## src/rtl/dec_to_bin.sv

```systemverilog
// Three-digit BCD to binary converter using the reverse double-dabble algorithm.
// A 22-bit work register is shifted right and corrected for 10 cycles; the result saturates at 255.

module dec_to_bin_adj #(
  parameter int DIG_W = 4
) (
  input  logic [DIG_W-1:0] i_d,
  output logic [DIG_W-1:0] o_d
);
  // Undo the implicit x2 carried into a BCD field after a right shift.
  assign o_d = (i_d >= DIG_W'(8)) ? i_d - DIG_W'(3) : i_d;
endmodule

module dec_to_bin #(
  parameter int NUM_DIG = 3,
  parameter int DIG_W   = 4,
  parameter int BIN_W   = 10,
  parameter int OUT_W   = 8
) (
  input  logic             clk,
  input  logic             reset_n,
  input  logic             start,
  input  logic [DIG_W-1:0] huns,
  input  logic [DIG_W-1:0] tens,
  input  logic [DIG_W-1:0] ones,
  output logic [OUT_W-1:0] binary,
  output logic             busy,
  output logic             done,
  output logic             overflow,
  output logic             err
);
  localparam int WORK_W = NUM_DIG*DIG_W + BIN_W;
  localparam int CNT_W  = 4;

  typedef enum logic [1:0] {S_IDLE, S_SHIFT, S_DONE} state_t;

  state_t                           r_state, w_state_nxt;
  logic [WORK_W-1:0]                r_work;
  logic [CNT_W-1:0]                 r_cnt;
  logic [OUT_W-1:0]                 r_binary;
  logic                             r_ovf, r_err;

  logic [WORK_W-1:0]                w_shift, w_work_nxt;
  logic [NUM_DIG-1:0][DIG_W-1:0]    w_dig_in, w_dig_out;
  logic [BIN_W-1:0]                 w_res;
  logic                             w_digits_ok, w_last;

  assign w_shift = r_work >> 1;

  for (genvar g = 0; g < NUM_DIG; g++) begin : g_dig
    assign w_dig_in[g] = w_shift[BIN_W + g*DIG_W +: DIG_W];
    dec_to_bin_adj #(.DIG_W(DIG_W)) u_adj (.i_d(w_dig_in[g]), .o_d(w_dig_out[g]));
  end

  assign w_work_nxt  = {w_dig_out, w_shift[BIN_W-1:0]};
  assign w_res       = w_work_nxt[BIN_W-1:0];
  assign w_last      = (r_cnt == CNT_W'(BIN_W-1));
  assign w_digits_ok = (huns <= DIG_W'(9)) && (tens <= DIG_W'(9)) && (ones <= DIG_W'(9));

  always_ff @(posedge clk or negedge reset_n) begin
    if (!reset_n) r_state <= S_IDLE;
    else          r_state <= w_state_nxt;
  end

  always_comb begin
    w_state_nxt = r_state;
    busy        = 1'b0;
    done        = 1'b0;
    case (r_state)
      S_IDLE:  if (start) w_state_nxt = w_digits_ok ? S_SHIFT : S_DONE;
      S_SHIFT: begin
        busy = 1'b1;
        if (w_last) w_state_nxt = S_DONE;
      end
      S_DONE: begin
        busy        = 1'b1;
        done        = 1'b1;
        w_state_nxt = S_IDLE;
      end
      default: w_state_nxt = S_IDLE;
    endcase
  end

  always_ff @(posedge clk or negedge reset_n) begin
    if (!reset_n) begin
      r_work   <= '0;
      r_cnt    <= '0;
      r_binary <= '0;
      r_ovf    <= 1'b0;
      r_err    <= 1'b0;
    end else begin
      case (r_state)
        S_IDLE: if (start) begin
          if (w_digits_ok) begin
            r_work <= {huns, tens, ones, {BIN_W{1'b0}}};
            r_cnt  <= '0;
          end else begin
            r_binary <= '0;
            r_ovf    <= 1'b0;
            r_err    <= 1'b1;
          end
        end
        S_SHIFT: begin
          r_work <= w_work_nxt;
          r_cnt  <= r_cnt + CNT_W'(1);
          if (w_last) begin
            r_err <= 1'b0;
            if (w_res > BIN_W'(255)) begin
              r_binary <= '1;
              r_ovf    <= 1'b1;
            end else begin
              r_binary <= w_res[OUT_W-1:0];
              r_ovf    <= 1'b0;
            end
          end
        end
        default: ;
      endcase
    end
  end

  assign binary   = r_binary;
  assign overflow = r_ovf;
  assign err      = r_err;
endmodule

```

## config.mk

```make
export PLATFORM = sky130hd
export DESIGN_NAME = dec_to_bin
export DESIGN_NICKNAME = d
export VERILOG_FILES = /design/src/rtl/dec_to_bin.sv
export SDC_FILE = /design/constraint.sdc
export NUM_CORES = 1
export LEC_CHECK = 0
export CAP_MARGIN = 20
export CORE_UTILIZATION = 30
export CTS_BUF_LIST = sky130_fd_sc_hd__clkbuf_8 sky130_fd_sc_hd__clkbuf_16
export CTS_CLUSTER_DIAMETER = 200
export DETAILED_ROUTE_END_ITERATION = 12
export HOLD_SLACK_MARGIN = 0.08
export SYNTH_ARGS = -nofsm -noshare
export SYNTH_HDL_FRONTEND = slang
export SYNTH_HIERARCHICAL = 1
export SYNTH_SLANG_ARGS = --single-unit
export TNS_END_PERCENT = 100
```

## constraint.sdc

```tcl
create_clock -name clk -period 2 [get_ports clk]
set_clock_uncertainty 0.05 [all_clocks]
set_input_delay 0.3 -clock clk [delete_from_list [all_inputs] [get_ports clk]]
set_output_delay 0.3 -clock clk [all_outputs]
set_load 0.005 [all_outputs]
```

# --- Word level (Yosys, flattened, before mapping) ---
# Cells that the tools add are included.
totals:
  ff_bits: 38
  in_bits: 15
  output_inout_bits: 12
classes:
  add_sub_neg: 4
  n_lt_le_gt_ge: 7
  n_eq_ne: 7
  muxes: 29
  reduce_logical: 8
op_table:
  columns: ["op", "count"]
  rows:
  - ["2-to-1 mux 22 bit", 2]
  - ["case mux 22 bit (2 select lines)", 1]
  - ["2-to-1 mux 8 bit", 4]
  - ["2-to-1 mux 4 bit", 5]
  - ["case mux 8 bit (2 select lines)", 1]
  - ["less-or-equal comparator 4 bit (second input constant)", 3]
  - ["> comparator 10 x 8 -> 1 bit (second input constant)", 1]
  - ["2-to-1 mux 1 bit", 9]
  - [">= comparator 4 bit (second input constant)", 2]
  - ["inequality test 2 bit (second input constant)", 4]
  - ["case mux 4 bit (2 select lines)", 1]
  - ["subtractor 4 x 2 -> 4 bit (second input constant)", 2]
  - ["2-to-1 mux 2 bit", 3]
  - ["adder 4 x 1 -> 4 bit (second input constant)", 1]
  - ["equality test 4 bit (second input constant)", 1]
  - [">= comparator 3 x 4 -> 1 bit (second input constant)", 1]
  - ["case mux 1 bit (2 select lines)", 2]
  - ["case mux 2 bit (2 select lines)", 1]
  - ["AND reduction 4 bit", 1]
  - ["subtractor 3 x 2 -> 4 bit (second input constant)", 1]
  - ["AND reduction 3 bit", 1]
  - ["equality test 2 x 1 -> 1 bit (second input constant)", 1]
  - ["equality test 2 bit (second input constant)", 1]
  - ["logical AND 1 bit", 2]
  - ["4 further kinds", 4]

# --- Logic depth before layout (Yosys ltp) ---
logic_depth:
  word_depth: 6
  ltp_mapped: 8
  ltp_nobuf: 6

# --- Hierarchy ---
# The synthesis kept the hierarchy.
modules_own_cells:
  columns: ["module", "instances", "cells_each", "area_per_inst_um2", "seq_area_each_um2"]
  rows:
  - ["dec_to_bin", 1, 171, 1798.0, 925.9]
  - ["dec_to_bin_adj", 3, 11, 76.3, 0.0]

# --- Worst setup path after synthesis ---
# No wires, ideal clock.
synth_timing:
  path_type: "reg2reg"
  from: "register r_state[0]"
  to: "register r_work[2]"
  setup_ns: 0.117
  arrival_time_ns: 1.426
  required_ns: 1.833
  slack_ns: 0.408
  path_stages_with_launch: 9
  n_path_buf: 2
  synth_period_minus_slack_ns: 1.592
  cell_sequence: "dfrtp_1 -> inv_1 -> ha_1 -> and2_4 -> a41o_1 -> buf_4 -> buf_6 -> nand3_1 -> nand2_1"
synth_between:
  elab_chain_len: 3
  word_cells_on_any_way: 7
  cone_classes: "eq/ne: 3; mux: 1; reduce/logical: 3"
synth_rtl:
  columns: ["item", "line", "rtl"]
  rows:
  - ["from (decl)", "37", "state_t r_state, w_state_nxt;"]
  - ["from (signal assigned)", "62", "else r_state <= w_state_nxt;"]
  - ["zero test 2 bit or equality test 2 x 1 -> 1 bit (tied branches)", "92", "case (r_state)"]
  - ["inequality test 2 bit (no source line) or nonzero test 2 bit (tied branches)", null, null]
  - ["AND reduction 3 bit (no source line)", null, null]
  - ["to (signal assigned)", "95", "r_work <= {huns, tens, ones, {BIN_W{1'b0}}};"]
  - ["to (signal assigned)", "104", "r_work <= w_work_nxt;"]
  - ["to (decl)", "38", "logic [WORK_W-1:0] r_work;"]
# Parallel ways exist; a longest one is shown, timed or not.
# A chain may end at the register's enable or synchronous reset.

# --- Final worst setup path ---
layout_timing:
  from: "register r_state[0]"
  to: "output busy"
layout_between:
  elab_chain_len: 3
  word_cells_on_any_way: 4
  cone_classes: "eq/ne: 2; mux: 1; reduce/logical: 1"
layout_rtl:
  columns: ["item", "line", "rtl"]
  rows:
  - ["equality test 2 x 1 -> 1 bit or equality test 2 bit (tied branches)", "69", "case (r_state)"]
  - ["OR reduction 2 bit (no source line) (*)", null, null]
  - ["2-to-1 mux 1 bit (*)", "69", null]
  - ["to (decl)", "27", "output logic busy,"]
# Every way passes the cells marked *; elsewhere a longest branch is shown, timed or not.

==> results_dict.tcl <==
set metrics [dict create \
    wl_per_cell_um 12.4 \
    drtIter0Drc 111 \
    crit_path_start_kind "flop" \
    ctsRootBufferMaster "clkbuf_8" \
    fin_ws_ns 0.151 \
    clockBufferDepth 2 \
    via_per_inst 4.82 \
    synthDistinctLibCells 39 \
    vdd_drop_max_mv 0.317 \
    antenna_found_initial 0 \
    critPathCaptureType "output port" \
    crit_arrival_ns 1.50 \
    seq_area_sq_um 926 \
    synth_top_area_share_pct 45.7 \
    fp-row-count 29 \
    die_width_um 84.2 \
    p_per_area_mw_per_mm2 1210 \
    cap_violations 0 \
    critical_path_class "flop to output port" \
    synth-edff-count 0 \
    grt_max_degree 38 \
    p_leak_nw 1.14 \
    cp_max_fo 4 \
    min_path_type "input port to async pin" \
    dieArea_sq_mm 0.00709 \
    async_reset_ff_share_pct 100 \
    crit_path_start "r_state[0]" \
    gr-usage-all-layers_pct 12.0 \
    period_needed_ns 1.85 \
    finalHoldViolations 0 \
    h-tree-depth 2 \
    yosys_most_used_dff "dfrtp_1" \
    endpoint "busy" \
    failed_checks "DRC" \
    grt_pass1_vias 1529 \
    multiInputGateArea_sq_mm 0.00102 \
    start_util_pct 31.6 \
    synth-seq-cells 37 \
    clkLatencyLatePin_ns 0.28 \
    worstReg2RegStart "r_state[0]" \
    synth_top_cell_by_area "dfrtp_1" \
    final.setup.tns_ns 0 \
    rr_worst_depth 7 \
    num_vias 1527 \
    clock_sinks 37 \
    post-route-drc-count 4 \
    finalCritPeriodShare_pct 92.4 \
    yosys-top-cells-area "dfrtp_1 (46%), ha_1 (6.8%), nand2_1 (5.7%)" \
    area_growth_pct 24.6 \
    finalSetupViolations 0 \
    outcome "finished with violations" \
    final_cell_mix "dfrtp_1 (37), nand2_1 (31), clkdlybuf4s50_1 (26)" \
    numCtsBuffers 5 \
    syn_area_per_cell_sq_um 9.94 \
    fill_cells 622 \
    detail-route-antenna-nets 0 \
    drt_pass1_iterations 8 \
    die_h_um 84.2 \
    post_cts_buffers 0 \
    cp.required_ns 1.65 \
    cts_resized 0 \
    final_layout_size_suffix_gt1_share_pct 9.17 \
    yosysSeqAreaShare_pct 45.7 \
    clk_pin_slew_ns 0.07 \
    r2r_end "r_work[17]" \
    io_pins 27 \
    grt_pass1_wl_um 6860 \
    synthesis.area_sq_mm 0.00203 \
    place_ws_ns 0.0168 \
    clock.fmax_mhz 541 \
    hold_buffers 0 \
    yosysWarnings 6 \
    final_common_cell "dfrtp_1" \
    io_buffers 26 \
    final_nets 266 \
    grt.overflow.total 0 \
    drv_slew 0 \
    routed_wl_um 3920 \
    core_sq_mm 0.00642 \
    synthCells 204 \
    rsz0062_at_grt "no" \
    place.gp.congestion 0.791 \
    report.power.total_mw 3.05 \
    reg2reg_slack_ns 0.18 \
    dp_hpwl_um 2740 \
    cts_tree "done" \
    antennaDiodeCount 0 \
    postLayoutCoreUtil_pct 39.3 \
]
[worst max-delay path, stage by stage, from the launching register on]
cell and delay [ns]:
dfrtp_1 0.35, inv_1 0.09, ha_1 0.29, clkdlybuf4s50_1 0.49
[worst min path at each step]
stage,start,to,slack (ns)
after floorplan,reset_n,binary[0],-0.05
after global placement,r_work[1],r_work[1],0.40
after detailed placement,r_work[1],r_work[1],0.41
after CTS,reset_n,binary[7],0.39
after global routing,reset_n,binary[7],0.42
final,reset_n,binary[7],0.38
[state kept, by name, summed over array words and instances (netlist names)]
register,count
binary,8
r_state,2
err,1
r_work,21
overflow,1
r_cnt,4
[logic make-up after synthesis]
group | Yosys count | share of synthesized area (%)
flops | 37 | 45.7
compound gates | 48 | 19.4
buf+inv | 21 | 4.69
xor+xnor | 6 | 2.59
mux | 5 | 2.47
fa+ha+maj | 11 | 6.79
simple gates | 75 | 18.1
other cells | 1 | 0.185
[synthesized netlist by cell type (all sizes together), types with 5 or more instances]
cell type and count:
o221a 8, nor2 11, buf 8, nand3b 10
inv 12, nand2 31, a21oi 5, o21ai 15
mux2i 5, dfrtp 37, ha 11, nand3 10
o2bb2ai 9
[stage by stage]
stage | std cells | hold slack, ns | area (sq um)
6_report | 317 | 0.382 | 2520
5_1_grt | 317 | 0.418 | 2520
4_1_cts | 317 | 0.394 | 2520
3_5_place_dp | 310 | 0.414 | 2420
3_3_place_gp | 310 | 0.404 | 2420
2_1_floorplan | 208 | -0.0456 | 2040
[where the power goes]
group          total (mW)  switching, mW  internal, mW
clock               0.617          0.254         0.362
sequential           1.24          0.240         0.999
combinational        1.19          0.522         0.670
[metal layers]
| metal | track usage, % | wire [um] | vias to the layer above |
|---|---|---|---|
| met5 | 0 | 0 | - |
| met4 | 3.29 | 42 | 0 |
| met3 | 2.36 | 107 | 4 |
| met2 | 20.2 | 1770 | 25 |
| met1 | 15.9 | 2000 | 720 |
| li1 | - | - | 778 |
[cell type report]
class	count	share of cell area [%]
inverters	12	1.78
repair buffers	34	13.2
clock inverters	2	1.39
multi-input cells	150	40.4
flip-flops and latches	37	36.7
well taps	77	3.82
clock buffers	5	2.73
Note: power is estimated with default switching activity, not from simulation.
